### src/rtl/uart_tx_frame.sv
// UART frame serializer: start bit, LSB-first payload, optional parity, 1-2 stop bits.
// Latency: frame bit k appears on tx_out k+1 cycles after the acceptance edge.
// Backpressure: requests are taken only while busy=0 and are never queued.
//
// Ports:
//   clk        - single clock, one frame bit per cycle
//   rst        - asynchronous active-high reset
//   p_data     - payload, latched on acceptance
//   data_valid - send request, honoured at an edge where busy=0
//   par_en     - insert parity bit (latched on acceptance)
//   par_typ    - 0 = even, 1 = odd parity (latched on acceptance)
//   tx_out     - registered serial line, idle high
//   busy       - high while a new request cannot be accepted
//
// Build option: define UART_TX_PARITY_EN to include the parity state and
// generator. Without it, par_en/par_typ are ignored and no parity logic exists.
module uart_tx_frame #(
    parameter int DATA_WIDTH = 8,
    parameter int STOP_BITS  = 1
) (
    input  logic                  clk,
    input  logic                  rst,
    input  logic [DATA_WIDTH-1:0] p_data,
    input  logic                  data_valid,
    input  logic                  par_en,
    input  logic                  par_typ,
    output logic                  tx_out,
    output logic                  busy
);

    localparam int CW = $clog2(DATA_WIDTH + 1);

    typedef enum logic [2:0] {
        IDLE,
        START,
        DATA,
        PARITY,
        STOP
    } state_t;

    state_t                r_state;
    logic [CW-1:0]         r_cnt;
    logic [DATA_WIDTH-1:0] r_shift;
    logic                  r_tx;
`ifdef UART_TX_PARITY_EN
    logic                  r_par_en;
    logic                  r_par;
`else
    // Parity inputs are accepted at the port but intentionally have no load.
    wire                   w_unused_par = par_en ^ par_typ;
`endif

    wire w_last_data = (r_cnt == CW'(DATA_WIDTH - 1));
    wire w_last_stop = (r_state == STOP) && (r_cnt == CW'(STOP_BITS - 1));

    // The final stop cycle already counts as free so frames can abut.
    assign busy = (r_state != IDLE) && !w_last_stop;

    wire w_accept = data_valid && !busy;

    // Line value for the current state; registered below for a glitch-free output.
    logic w_line;
    always_comb begin
        w_line = 1'b1;
        case (r_state)
            START:  w_line = 1'b0;
            DATA:   w_line = r_shift[0];
`ifdef UART_TX_PARITY_EN
            PARITY: w_line = r_par;
`endif
            default: w_line = 1'b1;
        endcase
    end

    always_ff @(posedge clk or posedge rst) begin
        if (rst) begin
            r_state  <= IDLE;
            r_cnt    <= '0;
            r_shift  <= '0;
            r_tx     <= 1'b1;
`ifdef UART_TX_PARITY_EN
            r_par_en <= 1'b0;
            r_par    <= 1'b0;
`endif
        end else begin
            r_tx <= w_line;
            case (r_state)
                IDLE: begin
                    if (w_accept) begin
                        r_state  <= START;
                        r_cnt    <= '0;
                        r_shift  <= p_data;
`ifdef UART_TX_PARITY_EN
                        r_par_en <= par_en;
                        r_par    <= (^p_data) ^ par_typ;
`endif
                    end
                end
                START: begin
                    r_state <= DATA;
                    r_cnt   <= '0;
                end
                DATA: begin
                    r_shift <= r_shift >> 1;
                    if (w_last_data) begin
                        r_cnt <= '0;
`ifdef UART_TX_PARITY_EN
                        r_state <= r_par_en ? PARITY : STOP;
`else
                        r_state <= STOP;
`endif
                    end else begin
                        r_cnt <= r_cnt + CW'(1);
                    end
                end
`ifdef UART_TX_PARITY_EN
                PARITY: begin
                    r_state <= STOP;
                    r_cnt   <= '0;
                end
`endif
                STOP: begin
                    if (w_last_stop) begin
                        r_cnt <= '0;
                        if (w_accept) begin
                            r_state  <= START;
                            r_shift  <= p_data;
`ifdef UART_TX_PARITY_EN
                            r_par_en <= par_en;
                            r_par    <= (^p_data) ^ par_typ;
`endif
                        end else begin
                            r_state <= IDLE;
                        end
                    end else begin
                        r_cnt <= r_cnt + CW'(1);
                    end
                end
                default: begin
                    r_state <= IDLE;
                    r_cnt   <= '0;
                end
            endcase
        end
    end

    assign tx_out = r_tx;

endmodule

### config.mk
export PLATFORM = sky130hd
export DESIGN_NAME = uart_tx_frame
export DESIGN_NICKNAME = d
export VERILOG_FILES = /design/src/rtl/uart_tx_frame.sv
export SDC_FILE = /design/constraint.sdc
export NUM_CORES = 1
export LEC_CHECK = 0
export CAP_MARGIN = 20
export CORE_MARGIN = 1
export CORE_UTILIZATION = 45
export DETAILED_ROUTE_END_ITERATION = 8
export MAX_ROUTING_LAYER = met4
export PLACE_DENSITY = 0.67
export SLEW_MARGIN = 20
export SYNTH_ARGS = -nofsm -noshare
export SYNTH_HDL_FRONTEND = slang
export SYNTH_SLANG_ARGS = --single-unit
export TNS_END_PERCENT = 10
### constraint.sdc
create_clock -name clk -period 1.4 [get_ports clk]
set_input_delay 0.35 -clock clk [delete_from_list [all_inputs] [get_ports clk]]
set_output_delay 0.35 -clock clk [all_outputs]
set_load 0.1 [all_outputs]
==> qor.tcl <==
set qor(run_status) {finished, violations left}
set qor(failed_checks) {negative setup slack}
set qor(critical-path-slowest-cell) {sky130_fd_sc_hd__dfrtp_1}
set qor(static_power_due_to_leakage_nw) 0.549
set qor(pin_count_of_the_biggest_net_entering_global_routing) 17
set qor(criticalPathCategory) {flip-flop to output pin}
set qor(final.min_clock_period_ns) 1.79
set qor(peakVddDrop_v) 0.00147
set qor(share_of_cell_area_taken_by_muxes_after_synthesis_pct) 2.09
set qor(initial_utilization_pct) 48.2
set qor(drt-initial-drc-count) 23
set qor(postSynthAreaPerCell_um2) 10.1
set qor(crit_path_end) {busy}
set qor(core_region_area_mm2) 0.00198
set qor(setup.worst_path.start) {r_cnt[0]}
set qor(synth_seq_cells) 16
set qor(cts_num_sinks) 16
set qor(num_rows) 16
set qor(die_w_um) 48.1
set qor(syn-num-nets) 110
set qor(reg2reg_setup_slack_ns) -0.18
set qor(tritoncts_buffers) 3
set qor(power_density_mw_per_mm2) 2120
set qor(final_antenna_net_count) 0
set qor(cts_max_path_buffers) 2
set qor(detailroute.wirelength.met3_um) 40
set qor(synthXorXnorAreaFrac_pct) 0
set qor(worstRegToRegCells) 7
set qor(finalWeightedCongestion) 0.806
set qor(drt_drc_violations_left) 0
set qor(setup_viol_count_final) 13
set qor(timing.critical_path.required_ns) 1.05
set qor(path_clk_slew_ns) 0.10
set qor(antenna_cells_inserted) 0
set qor(ios) 15
set qor(finalCritPeriodShare_pct) 128
set qor(gr-total-overflow) 0
set qor(first_global_vias) 772
set qor(route.detailed.wl_per_inst_um) 13.5
set qor(via_count) 821
set qor(post-dp-hpwl_um) 1480
set qor(crit-reg2reg-capture) {r_shift[7]}
set qor(synth_warnings) 0
set qor(post_synth_fa_ha_maj_area_fraction_pct) 2.62
set qor(ctsHoldBuffers) 0
set qor(die_ar_mm2) 0.00231
set qor(cell_variety_after_synth) 31
set qor(final_cell_count_no_fill) 153
set qor(ys_seq_area_share_pct) 42.0
set qor(r2r_start) {r_cnt[0]}
set qor(met1_length_um) 928
set qor(final-max-slew-violation-count) 0
set qor(maxCapViolations) 0
set qor(netlist_instances) 95
set qor(path_category_of_the_worst_min_delay_check) {primary input to asynchronous set/reset pin}
set qor(grt_setup_unrepaired) {true}
set qor(cp-start-kind) {flip-flop}
set qor(dpl.cell_count) 144
set qor(fraction_of_the_core_area_covered_by_cells_at_the_end_of_the_flow_pct) 65.6
set qor(final_net_count) 142
set qor(drt-pass1-iter-count) 4
set qor(gr_util_all_layers_pct) 21.3
set qor(antenna_found_initial) 0
set qor(synth_simple_gate_area_share_pct) 24.0
set qor(critical_path.endpoint_type) {output pin}
set qor(area.growth.synth_to_final_pct) 36.0
set qor(floorplan.die.height_um) 48.1
set qor(worstPathMaxFanout) 2
set qor(clock_insertion_delay_worst_skew_ns) 0.28
set qor(timing.critical_path.cells) {inv_1, ha_2, nor3b_4, o21ai_4, buf_12}
set qor(tightestPinTransition_ns) 0.436
set qor(port_buffers) 12
set qor(synth_compound_gate_area_share_pct) 21.2
set qor(achievable-frequency_ghz) 0.560
set qor(cts_tree) {done}
set qor(drive_gt1_share_pct) 32.5
set qor(worst_ep_arrival_time_ns) 1.44
set qor(topRoutingLayerUsed) {met4}
set qor(fin_ws_ns) -0.387
set qor(cts_max_level) 1
set qor(synth_top_family_by_area) {simple AND/OR/NAND/NOR gates}
set qor(clk_root_buf) {sky130_fd_sc_hd__clkbuf_4}
set qor(postRouteWirelength_um) 2070
set qor(relSlewSlack_pct) 70.7
set qor(setup_clock_skew_after_layout_ns) 0.00275
set qor(hold_violations) 0
set qor(syn_area_um2) 956
set qor(grt_pass1_wl_um) 3350
set qor(tns_ns) -1.96
set qor(via_cell_ratio) 5.37
set qor(layout.filler_cells) 167
set qor(critical_path.max_stage_delay_ns) 0.39
set qor(met2_length_um) 1090
## synth_stat cells (all sizes together)
library cell / n / area share (%)
a21oi: 2 / 1.0
dfrtp: 15 / 39
nor4: 1 / 2.2
buf: 7 / 6.5
nor3b: 3 / 4.7
and2: 1 / 0.65
o21ai: 7 / 4.1
nand2: 18 / 7.1
o2111ai: 7 / 6.4
dfstp: 1 / 2.7
nand3: 2 / 1.0
o211a: 1 / 1.0
nand3b: 2 / 1.6
nor2b: 1 / 0.65
or3b: 2 / 2.1
ha: 2 / 2.6
mux2i: 2 / 2.1
nor2: 3 / 1.2
o211ai: 7 / 5.5
a311oi: 1 / 0.92
a22oi: 1 / 1.3
inv: 4 / 1.6
or3: 1 / 0.65
and2b: 2 / 1.6
nor3: 1 / 0.52
a32oi: 1 / 0.92
## state kept, by name (all words and copies together) (netlist names)
signal   count
r_cnt        4
r_state      3
r_shift      8
tx_out       1
## through the flow
step                hold WS, ns  worst slack (ns)  area [um2]  total power [mW]
detailed placement        0.497            -0.262        1210              2.30
global placement          0.486            -0.234        1210              2.25
finish                    0.355            -0.387        1300              2.76
CTS                       0.359            -0.397        1290              2.73
global route              0.423            -0.452        1300              2.93
floorplan                 0.263            -0.279         970              1.80
## placed cells by master (no fill, tap or decap)
cell,netlist,routed
sky130_fd_sc_hd__a32oi_1,1,1
sky130_fd_sc_hd__or3b_1,1,1
sky130_fd_sc_hd__nor3_1,1,1
sky130_fd_sc_hd__nand2_1,18,18
sky130_fd_sc_hd__nor3b_1,1,1
sky130_fd_sc_hd__nor2_1,3,3
sky130_fd_sc_hd__buf_12,0,2
sky130_fd_sc_hd__and2b_1,2,2
sky130_fd_sc_hd__dfstp_2,1,1
sky130_fd_sc_hd__a21oi_2,0,1
sky130_fd_sc_hd__nor4_4,1,1
sky130_fd_sc_hd__nand3b_1,2,2
sky130_fd_sc_hd__o21ai_2,1,1
sky130_fd_sc_hd__a22oi_2,1,1
sky130_fd_sc_hd__buf_4,1,22
sky130_fd_sc_hd__o211ai_1,7,7
sky130_fd_sc_hd__dfrtp_1,15,15
sky130_fd_sc_hd__nor2b_1,1,1
sky130_fd_sc_hd__clkdlybuf4s50_1,0,10
sky130_fd_sc_hd__a311oi_2,0,1
sky130_fd_sc_hd__clkbuf_8,0,1
sky130_fd_sc_hd__mux2i_1,2,2
sky130_fd_sc_hd__nand3_2,0,1
sky130_fd_sc_hd__or3_1,1,1
sky130_fd_sc_hd__or3b_4,1,1
sky130_fd_sc_hd__o21ai_0,6,3
sky130_fd_sc_hd__nor3b_4,2,2
sky130_fd_sc_hd__clkbuf_4,0,3
sky130_fd_sc_hd__inv_1,4,4
sky130_fd_sc_hd__nand3_1,2,1
sky130_fd_sc_hd__o211a_1,1,1
sky130_fd_sc_hd__and2_1,1,1
sky130_fd_sc_hd__a21oi_1,2,1
sky130_fd_sc_hd__o21ai_1,0,2
sky130_fd_sc_hd__o21ai_4,0,1
sky130_fd_sc_hd__o2111ai_1,7,7
sky130_fd_sc_hd__ha_2,0,2
## critical path, delay by kind of cell (launching register included)
| kind | cells | cell delay [ns] |
|---|---|---|
| DFF | 1 | 0.39 |
| adders and majority gates | 1 | 0.17 |
| buffers and inverters | 2 | 0.24 |
| and+or+nand+nor | 1 | 0.26 |
| AOI/OAI and AO/OA | 1 | 0.09 |
## per-layer routing
metal / vias to the layer above / GRT usage (%)
li1: 407 / -
met1: 401 / 28.1
met2: 11 / 35.7
met3: 2 / 2.22
met4: 0 / 4.44
met5: - / -
## where the power goes
part,switching (mW),internal [mW]
registers,0.110,0.651
logic,0.880,0.807
clock network,0.153,0.158
## layout make-up
type                            count  area, um2  share of cell area (%)
Multi-Input combinational cell     68        508                    39.1
Clock buffer                        4       36.3                    2.79
Sequential cell                    16        402                    30.9
Tap cell                           27       33.8                    2.60
Timing Repair Buffer               34        305                    23.5
Inverter                            4       15.0                    1.15
## kinds of logic after synthesis
| family | after synthesis |
|---|---|
| muxes | 2 |
| buffers and inverters | 11 |
| adders and majority gates | 2 |
| DFF | 16 |
| and+or+nand+nor | 37 |
| AOI/OAI and AO/OA | 27 |
## how the worst min path moves through the flow
stage          cells after the start         end  slack [ns]  startpoint
2_1_floorplan                      1    r_cnt[0]        0.26         rst
3_3_place_gp                       2  r_shift[5]        0.49  r_shift[6]
3_5_place_dp                       2  r_shift[0]        0.50  r_shift[1]
4_1_cts                            3  r_shift[1]        0.36         rst
5_1_grt                            3  r_shift[1]        0.42         rst
6_report                           3  r_shift[1]        0.35         rst
## repair_timing
action / CTS / global route
setup buffers: 4 / 1
pin swaps: 4 / 1
setup endpoints to repair: 12 / 15
gates resized for setup: 4 / 2
Note: power is estimated with default switching activity, not from simulation.
